## src/rtl/toy_bus_ack_order_sched.sv

```systemverilog
// Purpose: ordering scheduler for a 1-in/2-out decode node; records each accepted request's target and grants acks in request order.
// Latency: request path is combinational (zero cycles); ack grant follows the registered FIFO head, and an ack can be accepted no earlier than 1 cycle after its request fires.
// Backpressure: requests stall while DEPTH requests are outstanding; a non-head target's ack is held off (rdy=0) until that target reaches the head.
//
// Ports:
//   clk, rst                      clock, synchronous active-high reset
//   up_req_vld/up_req_rdy         upstream request handshake
//   req_tgt                       decoded target of the current request (0=out0, 1=out1)
//   dec_req_vld/dec_req_rdy       gated request handshake toward the decoder
//   out0_ack_vld/out0_ack_rdy     ack handshake with target 0
//   out1_ack_vld/out1_ack_rdy     ack handshake with target 1
//   up_ack_vld/up_ack_rdy         ordered ack handshake toward upstream
//   ack_sel                       payload mux select for the upstream ack (head target)
//   outstanding                   requests in flight (order-FIFO occupancy)
//   err_unexp_ack                 sticky flag: ack seen from a target with nothing outstanding
module toy_bus_ack_order_sched #(
  parameter int DEPTH = 8,
  localparam int CNT_W = $clog2(DEPTH + 1)
) (
  input  logic             clk,
  input  logic             rst,
  input  logic             up_req_vld,
  output logic             up_req_rdy,
  input  logic             req_tgt,
  output logic             dec_req_vld,
  input  logic             dec_req_rdy,
  input  logic             out0_ack_vld,
  output logic             out0_ack_rdy,
  input  logic             out1_ack_vld,
  output logic             out1_ack_rdy,
  output logic             up_ack_vld,
  input  logic             up_ack_rdy,
  output logic             ack_sel,
  output logic [CNT_W-1:0] outstanding,
  output logic             err_unexp_ack
);

  localparam int PTR_W = $clog2(DEPTH);

  // One bit per entry is enough: it holds the target of that request.
  logic [DEPTH-1:0] fifo_q, fifo_d;
  logic [PTR_W-1:0] wr_q, wr_d;
  logic [PTR_W-1:0] rd_q, rd_d;
  logic [CNT_W-1:0] outst_q, outst_d;
  logic [CNT_W-1:0] cnt0_q, cnt0_d;
  logic [CNT_W-1:0] cnt1_q, cnt1_d;
  logic             err_q, err_d;

  logic full, empty, head, push, pop;

  // Full/empty come from registered occupancy only, so a pop never frees a
  // slot for a same-cycle push and a same-cycle push never reaches the head.
  assign full  = (outst_q == CNT_W'(DEPTH));
  assign empty = (outst_q == '0);
  assign head  = fifo_q[rd_q];

  assign dec_req_vld = up_req_vld & ~full;
  assign up_req_rdy  = dec_req_rdy & ~full;
  assign push        = up_req_vld & dec_req_rdy & ~full;

  assign ack_sel      = ~empty & head;
  assign up_ack_vld   = ~empty & (head ? out1_ack_vld : out0_ack_vld);
  assign out0_ack_rdy = ~empty & ~head & up_ack_rdy;
  assign out1_ack_rdy = ~empty & head & up_ack_rdy;
  assign pop          = up_ack_vld & up_ack_rdy;

  assign outstanding   = outst_q;
  assign err_unexp_ack = err_q;

  always_comb begin
    fifo_d = fifo_q;
    if (push) begin
      fifo_d[wr_q] = req_tgt;
    end
    // DEPTH is a power of two, so pointer wrap is the natural overflow.
    wr_d    = wr_q + PTR_W'(push);
    rd_d    = rd_q + PTR_W'(pop);
    outst_d = outst_q + CNT_W'(push) - CNT_W'(pop);
    cnt0_d  = cnt0_q + CNT_W'(push & ~req_tgt) - CNT_W'(pop & ~head);
    cnt1_d  = cnt1_q + CNT_W'(push & req_tgt) - CNT_W'(pop & head);
    // Judged against registered per-target counts: an ack valid in the same
    // cycle as that target's first request is reported as unexpected.
    err_d   = err_q
            | (out0_ack_vld & (cnt0_q == '0))
            | (out1_ack_vld & (cnt1_q == '0));
  end

  always_ff @(posedge clk) begin
    if (rst) begin
      fifo_q  <= '0;
      wr_q    <= '0;
      rd_q    <= '0;
      outst_q <= '0;
      cnt0_q  <= '0;
      cnt1_q  <= '0;
      err_q   <= 1'b0;
    end else begin
      fifo_q  <= fifo_d;
      wr_q    <= wr_d;
      rd_q    <= rd_d;
      outst_q <= outst_d;
      cnt0_q  <= cnt0_d;
      cnt1_q  <= cnt1_d;
      err_q   <= err_d;
    end
  end

  a_cnt_sum: assert property (@(posedge clk) disable iff (rst)
    (cnt0_q + cnt1_q) == outst_q);
  a_no_push_full: assert property (@(posedge clk) disable iff (rst)
    !(push && full));
  a_no_pop_empty: assert property (@(posedge clk) disable iff (rst)
    !(pop && empty));

endmodule
```

## config.mk

```make
export PLATFORM = sky130hd
export DESIGN_NAME = toy_bus_ack_order_sched
export DESIGN_NICKNAME = d
export VERILOG_FILES = /design/src/rtl/toy_bus_ack_order_sched.sv
export SDC_FILE = /design/constraint.sdc
export NUM_CORES = 1
export LEC_CHECK = 0
export ABC_AREA = 1
export CORE_MARGIN = 10
export CORE_UTILIZATION = 33
export DETAILED_ROUTE_END_ITERATION = 10
export PLACE_DENSITY = 0.51
export SYNTH_ARGS = -nofsm -noshare
export SYNTH_HDL_FRONTEND = slang
export SYNTH_SLANG_ARGS = --single-unit
```

## constraint.sdc

```tcl
create_clock -name clk -period 5.2 [get_ports clk]
set_input_delay 1.3 -clock clk [delete_from_list [all_inputs] [get_ports clk]]
set_output_delay 1.3 -clock clk [all_outputs]
set_load 0.02 [all_outputs]
```

==> summary.md <==
| Metric | Value |
|---|---|
| Die width | roughly 90 µm |
| CTS Buf Count | 3 |
| Synth Net Count | 246 |
| Resized Gates After CTS | 0 |
| Vias per cell | 4.27 |
| # Post-CTS Setup Buffers | 0 |
| Path depth of the worst reg2reg path | 15 |
| Endpoints failing hold | 0 |
| Worst-path cell chain | clkdlybuf4s50_1 -> inv_1 -> nor3_1 -> clkdlybuf4s50_1 |
| DRT antenna net count | 0 |
| Highest Clock Rate | about 250 MHz |
| FP Rows | 25 |
| Post-Route WL | approximately 3200 µm |
| Initial core utilization | between 30 and 40% |
| # DRC | 0 |
| Final nets | ~270 |
| Comb pwr share | a little over half |
| Most frequent cells in the layout | inv_1, dfxtp_1, nor2_1 |
| Most common cell after layout, fill and taps aside | inv_1 |
| Worst-Margin Slew | ~0.35 ns |
| Critical Path RT | just under 4 ns |
| Most frequent cell on the critical path | clkdlybuf4s50_1 |
| Worst IR Drop VDD | approximately 0.22 mV |
| Die ar. | roughly 0.008 mm² |
| Reg2Reg Setup Slack | approximately 2.7 ns |
| Power per cell area | between 400 and 500 mW/mm² |
| Setup TNS | 0 ns |
| Antenna cells | 0 |
| Post-DP HPWL | between 2000 and 3000 µm |
| #FFs+latches synth | 27 |
| Hold_sp | fifo_q[6]$_SDFFE_PP0P_ |
| Core Box Area | 0.00475 mm² |
| Avg Cell Area, Syn | approximately 7.5 µm² |
| Startpoint Class | input port |
| Data arrival time of the worst path | between 2 and 3 ns |
| Area Overhead vs Synth | 18.8% |
| Final setup viols | 0 |
| Clk root buf | clkbuf_8 |
| Gr usage total | under 10% |
| Routed length per instance | between 10 and 15 µm |
| WHS Path Cells | 2 |
| Max-slew violations | 0 |
| Final worst-path cycle share | between 70% and 80% |
| Routed vias | between 1000 and 1500 |
| Drt first pass iters | 4 |
| Layout cells sized above 1 | roughly 6.8% |
| Fin Hold WS | roughly 0.46 ns |
| CTS sink count | 27 |
| FILL cells | 552 |
| Worst flop-to-flop path endpoint | outstanding[2]$_SDFF_PP0_ |
| Outcome | finished clean |
| CP max stage cell | clkdlybuf4s50_1 |
| Number of max-cap violations | 0 |
| Largest net degree at the start of global routing | 23 |
| Floorplan die height | ~90 µm |
| Clk buf depth | 2 |
| Later-pin clock latency in the skew report | about 0.27 ns |
| Crit end category | primary output |
| GRT overflow | 0 |
| Psw | about 0.37 mW |
| Worst-path maximum fanout | 2 |
| Leak | about 0.9 nW |
| Cts hold-fix bufs | 0 |
| HP Class | register to register |
| Final worst path period need | 4.00 ns |
| Power Internal | between 0.5 and 0.6 mW |
| Sw frac | 42.0% |
| RSZ-0062 raised after global routing | false |
| # IOs | 19 |
| Post-synthesis instance total | roughly 220 |
| Yosys Warn Count | 0 |
| Drt initial violations | 57 |
| Initial antenna violation count | 0 |
| Gp weighted congestion | about 0.75 |
| Seq pwr share | about a third |
| Reg2Reg Launch Point | rd_q[0]$_SDFF_PP0_ |
| Cell area after synthesis | ~0.0016 mm² |
| Unique masters post-synth | 23 |
| Post-synthesis sequential area ratio | around 33% |
| CTS tree | done |
| Worst path max stage delay | around 0.64 ns |
| Levels on crit path | 4 |
| Clock transition at path regs | 0.09 ns |
| Crit-path leading delay family | buffers and inverters |
| Slew HR | between 70% and 80% |
| First-pass GRT wire length | approximately 5800 µm |
| Vias in the first global route | approximately 1300 |
| CP bufs+invs | 3 |
| Worst Hold End | fifo_q[6]$_SDFFE_PP0P_ |
| Clock Power Share | a little over an eighth |
| IO buf count | 18 |
| Critical setup path kind | input port to primary output |
| H-tree levels | 1 |
| Skew final | 0.00681 ns |
## state kept, by name, summed over array words and instances (netlist names)
| register | flops |
|---|---|
| fifo_q | 8 |
| cnt0_q | 4 |
| cnt1_q | 4 |
| outstanding | 4 |
| rd_q | 3 |
| wr_q | 3 |
| err_unexp_ack | 1 |
## cell usage after synthesis
cell type  count  area (µm²)
inv_1         57         214
nand3_1       14        70.1
or2_0          1        6.26
a21oi_1       14        70.1
nor2_4         2        22.5
o21ai_0       11        55.1
xor2_1         1        8.76
nand2_2        2        12.5
nand2_1       18        67.6
nor2_1        25        93.8
nand4_2        1        12.5
inv_2          1        3.75
fa_1           3        60.1
nor3_1         3        15.0
nand3b_1       1        7.51
dfxtp_1       27         541
nand3_2        4        40.0
clkbuf_1       3        11.3
o31ai_1        1        7.51
ha_1          20         250
or2_2          1        6.26
nor3_2         1        10.0
xnor2_1        4        35.0
## stage by stage
stage                     util (%)  std cells  worst slack, ns  cell area, µm²  power (mW)
after floorplan                  -        215             2.05            1620       0.634
after detailed placement      39.6        298             1.20            1880       0.783
after CTS                     40.5        302             1.18            1930       0.910
after global placement        39.6        298             1.19            1880       0.784
after global routing          40.5        302             1.09            1930       0.994
final                         40.5        302             1.20            1930       0.890
## power groups by stage
stage	clock [mW]	combinational, mW	sequential (mW)
final	0.120	0.482	0.287
after CTS	0.127	0.494	0.288
after global routing	0.136	0.563	0.295
after floorplan	0	0.329	0.305
after global placement	0	0.491	0.293
after detailed placement	0	0.491	0.293
## per-layer routing
metal  part of all wire [%]  vias to the layer above  routed length [µm]  global-route usage, %
met2                     47                       10                1520                   14.1
li1                       -                      696                   -                      -
met3                    4.2                        2                 134                   2.58
met5                      0                        -                   0                      0
met4                   0.81                        0                  26                   2.79
met1                     48                      581                1550                   9.79
## worst max-delay path by stage
stage / slack (ns) / to / startpoint
5_1_grt: 1.09 / out1_ack_rdy / up_ack_rdy
6_report: 1.20 / out1_ack_rdy / up_ack_rdy
4_1_cts: 1.18 / out1_ack_rdy / up_ack_rdy
2_1_floorplan: 2.05 / out1_ack_rdy / up_ack_rdy
3_5_place_dp: 1.20 / out1_ack_rdy / up_ack_rdy
3_3_place_gp: 1.19 / out1_ack_rdy / up_ack_rdy
## worst reg2reg max path: cells and delay by family, from the launching register on
family	cells	cell delay, ns
adders and majority gates	3	0.81
buffers and inverters	4	0.25
DFF	1	0.44
and+or+nand+nor	7	0.69
xor gates and xnor gates	1	0.19
## final cells by class
| cell class | instances | area [µm²] | share of cell area, % |
|---|---|---|---|
| multi-input combinational | 127 | 851 | 44.2 |
| sequential | 27 | 541 | 28.1 |
| inverter | 58 | 218 | 11.3 |
| timing repair buffer | 19 | 188 | 9.75 |
| tap | 67 | 83.8 | 4.35 |
| clock buffer | 4 | 45.0 | 2.34 |
## cells by family (layout without fill, tap and decap cells)
| family | after synthesis | count (layout) | synth area share [%] |
|---|---|---|---|
| AOI/OAI and AO/OA | 26 | 26 | 8.19 |
| xor gates and xnor gates | 5 | 5 | 2.70 |
| adders and majority gates | 23 | 23 | 19.2 |
| buffers and inverters | 61 | 81 | 14.1 |
| DFF | 27 | 27 | 33.4 |
| and+or+nand+nor | 73 | 73 | 22.5 |
Power figures use the tool's default switching activity.
